<file path="config.mk">
export PLATFORM = sky130hd
export DESIGN_NAME = i2c_byte_writer
export DESIGN_NICKNAME = d
export VERILOG_FILES = /design/src/rtl/i2c_byte_writer.sv
export SDC_FILE = /design/constraint.sdc
export NUM_CORES = 1
export LEC_CHECK = 0
export ABC_AREA = 1
export ABC_CLOCK_PERIOD_IN_PS = 5400
export CELL_PAD_IN_SITES_DETAIL_PLACEMENT = 1
export CELL_PAD_IN_SITES_GLOBAL_PLACEMENT = 2
export CORE_ASPECT_RATIO = 0.9
export CORE_UTILIZATION = 34
export DETAILED_ROUTE_END_ITERATION = 8
export GPL_ROUTABILITY_DRIVEN = 0
export PLACE_DENSITY_LB_ADDON = 0.1
export RECOVER_POWER = 100
export SLEW_MARGIN = 25
export SYNTH_ARGS = -nofsm -noshare
export SYNTH_HDL_FRONTEND = slang
export SYNTH_SLANG_ARGS = --single-unit
</file>
<file path="constraint.sdc">
create_clock -name clk -period 5.4 [get_ports clk]
set_clock_uncertainty 0.15 [all_clocks]
set_input_delay 1.08 -clock clk [delete_from_list [all_inputs] [get_ports clk]]
set_output_delay 1.08 -clock clk [all_outputs]
set_load 0.01 [all_outputs]
</file>
<file path="src/rtl/i2c_byte_writer.sv">
// rtl/i2c_byte_writer.sv - write-only I2C master: START, addr+W, ACK, data, ACK, STOP
module i2c_byte_writer #(
  parameter int CLK_DIV = 125
) (
  input  logic       clk,
  input  logic       reset,
  input  logic       start,
  input  logic [6:0] addr,
  input  logic [7:0] data,
  input  logic       i2c_sda_in,
  output logic       ready,
  output logic       ack_error,
  output logic       i2c_sda,
  output logic       i2c_scl
);

  localparam int DIV_W = (CLK_DIV > 2) ? $clog2(CLK_DIV) : 1;
  localparam logic [DIV_W-1:0] DIV_LAST = DIV_W'(CLK_DIV - 1);

  typedef enum logic [2:0] {
    ST_IDLE,
    ST_START,
    ST_ADDR,
    ST_ACK1,
    ST_DATA,
    ST_ACK2,
    ST_STOP
  } state_t;

  state_t           state_q, state_d;
  logic [DIV_W-1:0] div_q, div_d;
  logic [1:0]       qtr_q, qtr_d;
  logic [2:0]       bit_q, bit_d;
  logic [7:0]       shift_q, shift_d;
  logic [7:0]       data_q, data_d;
  logic             ack_error_q, ack_error_d;
  logic             ready_q, ready_d;
  logic             sda_q, sda_d;
  logic             scl_q, scl_d;

  logic             tick;
  logic [2:0]       bit_m1;
  logic             in_ack;

  assign tick   = (state_q != ST_IDLE) && (div_q == DIV_LAST);
  assign bit_m1 = bit_q - 3'd1;
  assign in_ack = (state_q == ST_ACK1) || (state_q == ST_ACK2);

  assign ready     = ready_q;
  assign ack_error = ack_error_q;
  assign i2c_sda   = sda_q;
  assign i2c_scl   = scl_q;

  // Next-state logic: line levels are decided on entry to each quarter so the
  // registered outputs change exactly on the quarter boundary.
  always_comb begin
    state_d     = state_q;
    div_d       = div_q;
    qtr_d       = qtr_q;
    bit_d       = bit_q;
    shift_d     = shift_q;
    data_d      = data_q;
    ack_error_d = ack_error_q;
    ready_d     = ready_q;
    sda_d       = sda_q;
    scl_d       = scl_q;

    if (state_q == ST_IDLE || tick) begin
      div_d = '0;
    end else begin
      div_d = div_q + 1'b1;
    end

    case (state_q)
      ST_IDLE: begin
        if (start) begin
          shift_d     = {addr, 1'b0};
          data_d      = data;
          ack_error_d = 1'b0;
          state_d     = ST_START;
          qtr_d       = 2'd0;
          ready_d     = 1'b0;
          sda_d       = 1'b1;
          scl_d       = 1'b1;
        end
      end

      ST_START: begin
        if (tick) begin
          if (qtr_q == 2'd0) begin
            qtr_d = 2'd1;
            sda_d = 1'b0;
          end else begin
            state_d = ST_ADDR;
            qtr_d   = 2'd0;
            bit_d   = 3'd7;
            sda_d   = shift_q[7];
            scl_d   = 1'b0;
          end
        end
      end

      ST_ADDR, ST_ACK1, ST_DATA, ST_ACK2: begin
        if (tick) begin
          if (qtr_q != 2'd3) begin
            // Quarters 0,1 hold SCL low; 2,3 hold it high. SDA is left alone.
            qtr_d = qtr_q + 2'd1;
            scl_d = (qtr_q != 2'd0);
            if (in_ack && qtr_q == 2'd2 && i2c_sda_in) begin
              ack_error_d = 1'b1;
            end
          end else begin
            qtr_d = 2'd0;
            scl_d = 1'b0;
            case (state_q)
              ST_ADDR: begin
                if (bit_q != 3'd0) begin
                  bit_d = bit_m1;
                  sda_d = shift_q[bit_m1];
                end else begin
                  state_d = ST_ACK1;
                  sda_d   = 1'b1;
                end
              end
              ST_ACK1: begin
                // ack_error is clear at accept, so a set flag here means this
                // transaction's address was NACKed: skip the data byte.
                if (ack_error_q) begin
                  state_d = ST_STOP;
                  sda_d   = 1'b0;
                end else begin
                  state_d = ST_DATA;
                  bit_d   = 3'd7;
                  sda_d   = data_q[7];
                end
              end
              ST_DATA: begin
                if (bit_q != 3'd0) begin
                  bit_d = bit_m1;
                  sda_d = data_q[bit_m1];
                end else begin
                  state_d = ST_ACK2;
                  sda_d   = 1'b1;
                end
              end
              default: begin
                state_d = ST_STOP;
                sda_d   = 1'b0;
              end
            endcase
          end
        end
      end

      ST_STOP: begin
        if (tick) begin
          case (qtr_q)
            2'd0: begin
              qtr_d = 2'd1;
              scl_d = 1'b1;
              sda_d = 1'b0;
            end
            2'd1: begin
              qtr_d = 2'd2;
              scl_d = 1'b1;
              sda_d = 1'b1;
            end
            2'd2: begin
              qtr_d = 2'd3;
            end
            default: begin
              state_d = ST_IDLE;
              qtr_d   = 2'd0;
              ready_d = 1'b1;
            end
          endcase
        end
      end

      default: begin
        state_d = ST_IDLE;
        ready_d = 1'b1;
        sda_d   = 1'b1;
        scl_d   = 1'b1;
      end
    endcase
  end

  // State register; reset releases both bus lines immediately without a STOP.
  always_ff @(posedge clk or negedge reset) begin
    if (!reset) begin
      state_q     <= ST_IDLE;
      div_q       <= '0;
      qtr_q       <= 2'd0;
      bit_q       <= 3'd0;
      shift_q     <= 8'd0;
      data_q      <= 8'd0;
      ack_error_q <= 1'b0;
      ready_q     <= 1'b1;
      sda_q       <= 1'b1;
      scl_q       <= 1'b1;
    end else begin
      state_q     <= state_d;
      div_q       <= div_d;
      qtr_q       <= qtr_d;
      bit_q       <= bit_d;
      shift_q     <= shift_d;
      data_q      <= data_d;
      ack_error_q <= ack_error_d;
      ready_q     <= ready_d;
      sda_q       <= sda_d;
      scl_q       <= scl_d;
    end
  end

endmodule

</file>
== Word level (Yosys, flattened, before mapping) ==
Index checks and enable logic that the tools add are counted.

* Multiplexer cells: 60
* Equality and inequality tests: 26
* $add $sub $neg: 3
* Reductions and logical operators: 26
* Bitwise logic cells: 1
* Order comparisons: 1

{| class="wikitable"
|+ Operator list
! kind !! count
|-
| $mux 3 || 15
|-
| $mux 1 || 24
|-
| $ne 2x2->1 const B || 11
|-
| $ne 3x3->1 const B || 6
|-
| $mux 2 || 6
|-
| $pmux 3 s2 || 2
|-
| $pmux 3 s4 || 1
|-
| $reduce_and 6->1 || 2
|-
| $reduce_and 5->1 || 2
|-
| $eq 3x3->1 const B || 3
|-
| $pmux 3 s3 || 1
|-
| $reduce_and 9->1 || 1
|-
| $pmux 1 s4 || 2
|-
| $pmux 2 s4 || 1
|-
| $reduce_and 8->1 || 1
|-
| $add 7x1->7 const B || 1
|-
| $eq 7x7->1 const B || 1
|-
| $mux 7 || 1
|-
| $bmux 1 s3 || 2
|-
| $eq 3x2->1 const B || 2
|-
| $pmux 1 s3 || 2
|-
| $pmux 2 s3 || 1
|-
| $reduce_bool 2->1 || 3
|-
| $reduce_bool 3->1 || 2
|-
| 19 further kinds || 24
|}

* Flip-flop bits (word level): 34
* Output and inout port bits: 4
* Bits of input ports: 19
* Word-level logic and storage cells: 127

== Depth between registers and ports, before layout ==
* Depth after elaboration: 8
* Mapped depth: 12
* Mapped depth without buffers: 11

== Worst setup path before layout ==
OpenSTA, ideal clock, no wires.

* Path type: register -> register
* Start: reg bit_q[0]
* End: reg sda_q, in the netlist i2c_sda
* Slack: 3.581 ns
* Arrival time: 1.591 ns
* Library setup time: 0.077 ns
* Cell stages (with the launch flop): 12
* Cells stage by stage: dfrtp_1 -> buf_2 -> clkinv_1 -> ha_1 -> inv_1 -> nand3_1 -> nand2_1 -> nand2_1 -> nand3_1 -> nand3_1 -> nor2_1 -> nor2_1

* Word-level cells in the longest chain between the ends: 8
* Elaborated cells on any way between the ends: 12
* Those cells by class: add/sub: 1; mux: 10; reduce/logical: 1

{| class="wikitable"
|+ Ends and longest elaborated chain
! what !! RTL line !! source
|-
| start: declaration || 33 || <nowiki>logic [2:0] bit_q, bit_d;</nowiki>
|-
| start signal: assignment || 206 || <nowiki>bit_q <= bit_d;</nowiki>
|-
| $sub 3x1->3 || 46 || <nowiki>assign bit_m1 = bit_q - 3'd1;</nowiki>
|-
| $bmux 1 s3 (on tied branches) || 140, 119 ||
|-
| $mux 1 (on tied branches) || 140, 119 ||
|-
| $mux 1 (on tied branches) || 138, 117 ||
|-
| $pmux 1 s3 * || 115 || <nowiki>case (state_q)</nowiki>
|-
| $mux 1 * || 105 || <nowiki>if (qtr_q != 2'd3) begin</nowiki>
|-
| $mux 1 * || 104 || <nowiki>if (tick) begin</nowiki>
|-
| $pmux 1 s4 * || 74 || <nowiki>case (state_q)</nowiki>
|-
| end signal: assignment || 200 || <nowiki>sda_q <= 1'b1;</nowiki>
|-
| end signal: assignment || 211 || <nowiki>sda_q <= sda_d;</nowiki>
|-
| end: declaration || 38 || <nowiki>logic sda_q, sda_d;</nowiki>
|}

Every way passes the cells marked *; elsewhere a longest branch is shown, timed or not. The select of a mux whose other input is x is not followed.
A chain may end at the register's enable or synchronous reset.

==> results.md <==
* Antenna violations before repair at 0
* Gr ovfl total at 0
* Worst skew pair latency at 0.29 ns
* Most common cell in the synthesized netlist: nand2_1
* Top sig layer: met4
* Via Count at 1731
* Hold Path End: i2c_scl$_DFFE_PN1P_
* Synth Area in Simple Gates at 33.79%
* CP max FO at 34
* DRT Wirelength at 4856 µm
* TritonCTS clock tree: built
* Initial detailed-routing violation count at 55
* Drt first pass iters at 3
* Hold path cells at 2
* Hpwl dp at 3661 µm
* Req. time, crit path at 5.27 ns
* Fin. Hold Viols at 0
* RSZ-0062 raised after global routing: no
* Synthesized cell area at 2026 µm²
* Slowest cell on crit path: clkbuf_1
* Outcome: finished with violations
* Vias in the first global route at 1771
* M1 WL at 2533 µm
* CTS Buf Count at 5
* Syn Nets at 300
* Post-synth cell types at 29
* I/O pins at 23
* Combinational family with the most area after synthesis: simple AND/OR/NAND/NOR gates
* Postcts setup bufs at 0
* Crit path from: reset
* Worst hold-check path type: flop to flop
* Post-synth top area share at 38.30%
* Crit-path cells: dlygate4sd3_1 -> clkbuf_1
* Period minus WS final at 3.109 ns
* Worst Tran Pin Value at 1.910 ns
* P_leak at 1.158 nW
* Worst R2R Setup Slack at 2.71 ns
* H-tree depth at 2
* Final worst-path cycle share at 57.57%
* First-pass GRT wire length at 8342 µm
* Core Area at 5725 µm²
* Layout cells sized above 1 at 10.00%
* Maximum clock frequency at 321.7 MHz
* Slowest stage delay, CP at 1.37 ns
* Drt wl/cell at 13.12 µm
* Multi-input gate area at 967.2 µm²
* Root Driver: clkbuf_8
* Mux cell area share after synthesis at 0%
* VDD IR max at 0.2108 mV
* Failing checks: max-capacitance violations, max-slew violations
* Hold_buf cts at 0
* Worst R2R Path Depth at 7
* Sequential-to-total area share from yosys stat at 42.19%
* Clock slew at the register clock pins of the worst setup and hold paths at 0.07 ns
* GR Util All Layers at 17.10%
* DIE HEIGHT at 75.23 µm
* Worst hold start: i2c_scl$_DFFE_PN1P_
* DRC Markers at 0
* Rel. slew slack at -27.31%
* Total clock sinks at 34
* Synthesis-to-layout area growth at 16.92%
* Synth Area in Compound Gates at 9.883%
* Post-synthesis adder-cell area fraction at 4.941%
* R2R Path End: ready$_DFFE_PN1P_
* Max Buffers Root-to-Sink at 2
* Drt via density at 4.678
* Arrival time at the worst endpoint at 2.98 ns
* #FFs+latches synth at 34
* Final setup vio count at 0
* ANT nets after route at 0
* Diode count at 0
* Post-layout util at 41.37%
* Nets at 326
* Mapped Cells at 273
* Largest net degree at the start of global routing at 35
* Fraction of registers with async set or reset after synthesis at 100.0%
* Initial Util at 35.38%
* Launching point of the worst reg2reg path: state_q[0]$_DFFE_PN0P_
* Port-buffer cells at 22
* Yosys warns at 0
* Synth cell count leaders: nand2_1, inv_1, dfrtp_1, nand3_1, nor2_1
* Primary FF master, synth: dfrtp_1
* Post-synth EDFFs at 0
* Largest area contributor in the netlist: dfrtp_1
* Die area at 6271 µm²
* Fillers at 728
* Max-cap violations at 1
* Die width at 83.36 µm
* Startpoint types: primary input
* Row cnt at 26
* Most area-consuming cells after synthesis: dfrtp_1, nand2_1, inv_1
* Pwr/cell area at 576.7 nW/µm²
* Bufs and invs on worst path at 2
* Register area at 854.6 µm²
* Wire length on met2 at 2135 µm
* Critical path endpoint category: async pin
* Critical path class: primary input to async pin
* Wire length on met3 at 131 µm
* Max-slew violation count at 35
* Post-CTS resize count at 0
* Critical path's top delay family: buffers and inverters
* Post-Synth XOR/XNOR Area at 0%
* Final TNS setup at 0 ns
* Syn avg cell area at 7.420 µm²
## worst reg2reg max path: stages (launching register included)
cell and delay (ns):
dfrtp_1 0.58, inv_1 0.18, nand2_1 0.18, inv_1 0.08, nand2_1 0.21, clkinvlp_2 0.71, o21ai_0 0.40, a21oi_1 0.10
## per-layer routing
layer | global-route usage [%] | vias to the layer above
met4 | 5.172 | 0
met2 | 28.23 | 16
met5 | 0 | -
met3 | 3.509 | 4
li1 | - | 907
met1 | 22.95 | 804
## area by class of cell
cell class,instances,area share [%]
multi-input combinational,195,40.83
inverter,40,6.392
sequential,34,36.08
timing repair buffer,23,9.456
tap,70,3.698
clock inverter,1,0.3170
clock buffer,7,3.222
## placed cells by master, fill, tap and decap left out, types with 2 or more instances in the layout
| cell type | count |
|---|---|
| nand2_1 | 81 |
| inv_1 | 35 |
| dfrtp_1 | 31 |
| nand3_1 | 25 |
| nor2_1 | 24 |
| o21ai_0 | 22 |
| clkdlybuf4s50_1 | 16 |
| a21oi_1 | 8 |
| ha_1 | 8 |
| dlygate4sd3_1 | 6 |
| nand2_2 | 5 |
| clkbuf_8 | 5 |
| nor3_1 | 4 |
| nor2_2 | 3 |
| inv_2 | 3 |
| clkbuf_1 | 3 |
| dfstp_2 | 3 |
| nor2_4 | 2 |
| or2_2 | 2 |
| nand2_4 | 2 |
| o21ai_1 | 2 |
## power breakdown
group	switching (mW)	internal, mW	total, mW
logic	0.456	0.255	0.711
clock network	0.0986	0.0914	0.190
registers	0.0930	0.372	0.465
## worst max path at each step
stage	end	slack, ns	depth (start not counted)
global placement	state_q[0]$_DFFE_PN0P_	2.94	6
detailed placement	state_q[2]$_DFFE_PN0P_	2.91	6
CTS	ready	2.79	1
global route	qtr_q[0]$_DFFE_PN0P_	1.85	2
finish	shift_q[6]$_DFFE_PN0P_	2.29	2
floorplan	i2c_sda$_DFFE_PN1P_	3.58	11
## flip-flops by register name (all words and copies together) (netlist names)
| signal | count |
|---|---|
| ack_error | 1 |
| ready | 1 |
| qtr_q | 2 |
| bit_q | 3 |
| data_q | 8 |
| i2c_sda | 1 |
| state_q | 3 |
| shift_q | 7 |
| i2c_scl | 1 |
| div_q | 7 |
## stage by stage
step                      instance area, µm²  cells  total power [mW]  worst slack, ns  hold WS [ns]
after global routing                    2369    370             1.518            1.850        0.3575
after detailed placement                2307    362             1.220            2.914        0.3247
after global placement                  2307    362             1.205            2.941        0.3021
after CTS                               2391    370             1.417            2.790        0.3354
after floorplan                         2026    273             1.022            3.581        0.2992
final                                   2369    370             1.366            2.291        0.3295
## cells by family (layout without fill, tap and decap cells)
kind of cell / after synthesis / count (layout)
flip-flops: 34 / 34
buffers and inverters: 44 / 71
AO/OA/AOI/OAI: 36 / 36
AND/OR/NAND/NOR: 151 / 151
adder cells (fa/ha/maj): 8 / 8
Power figures use the tool's default switching activity.
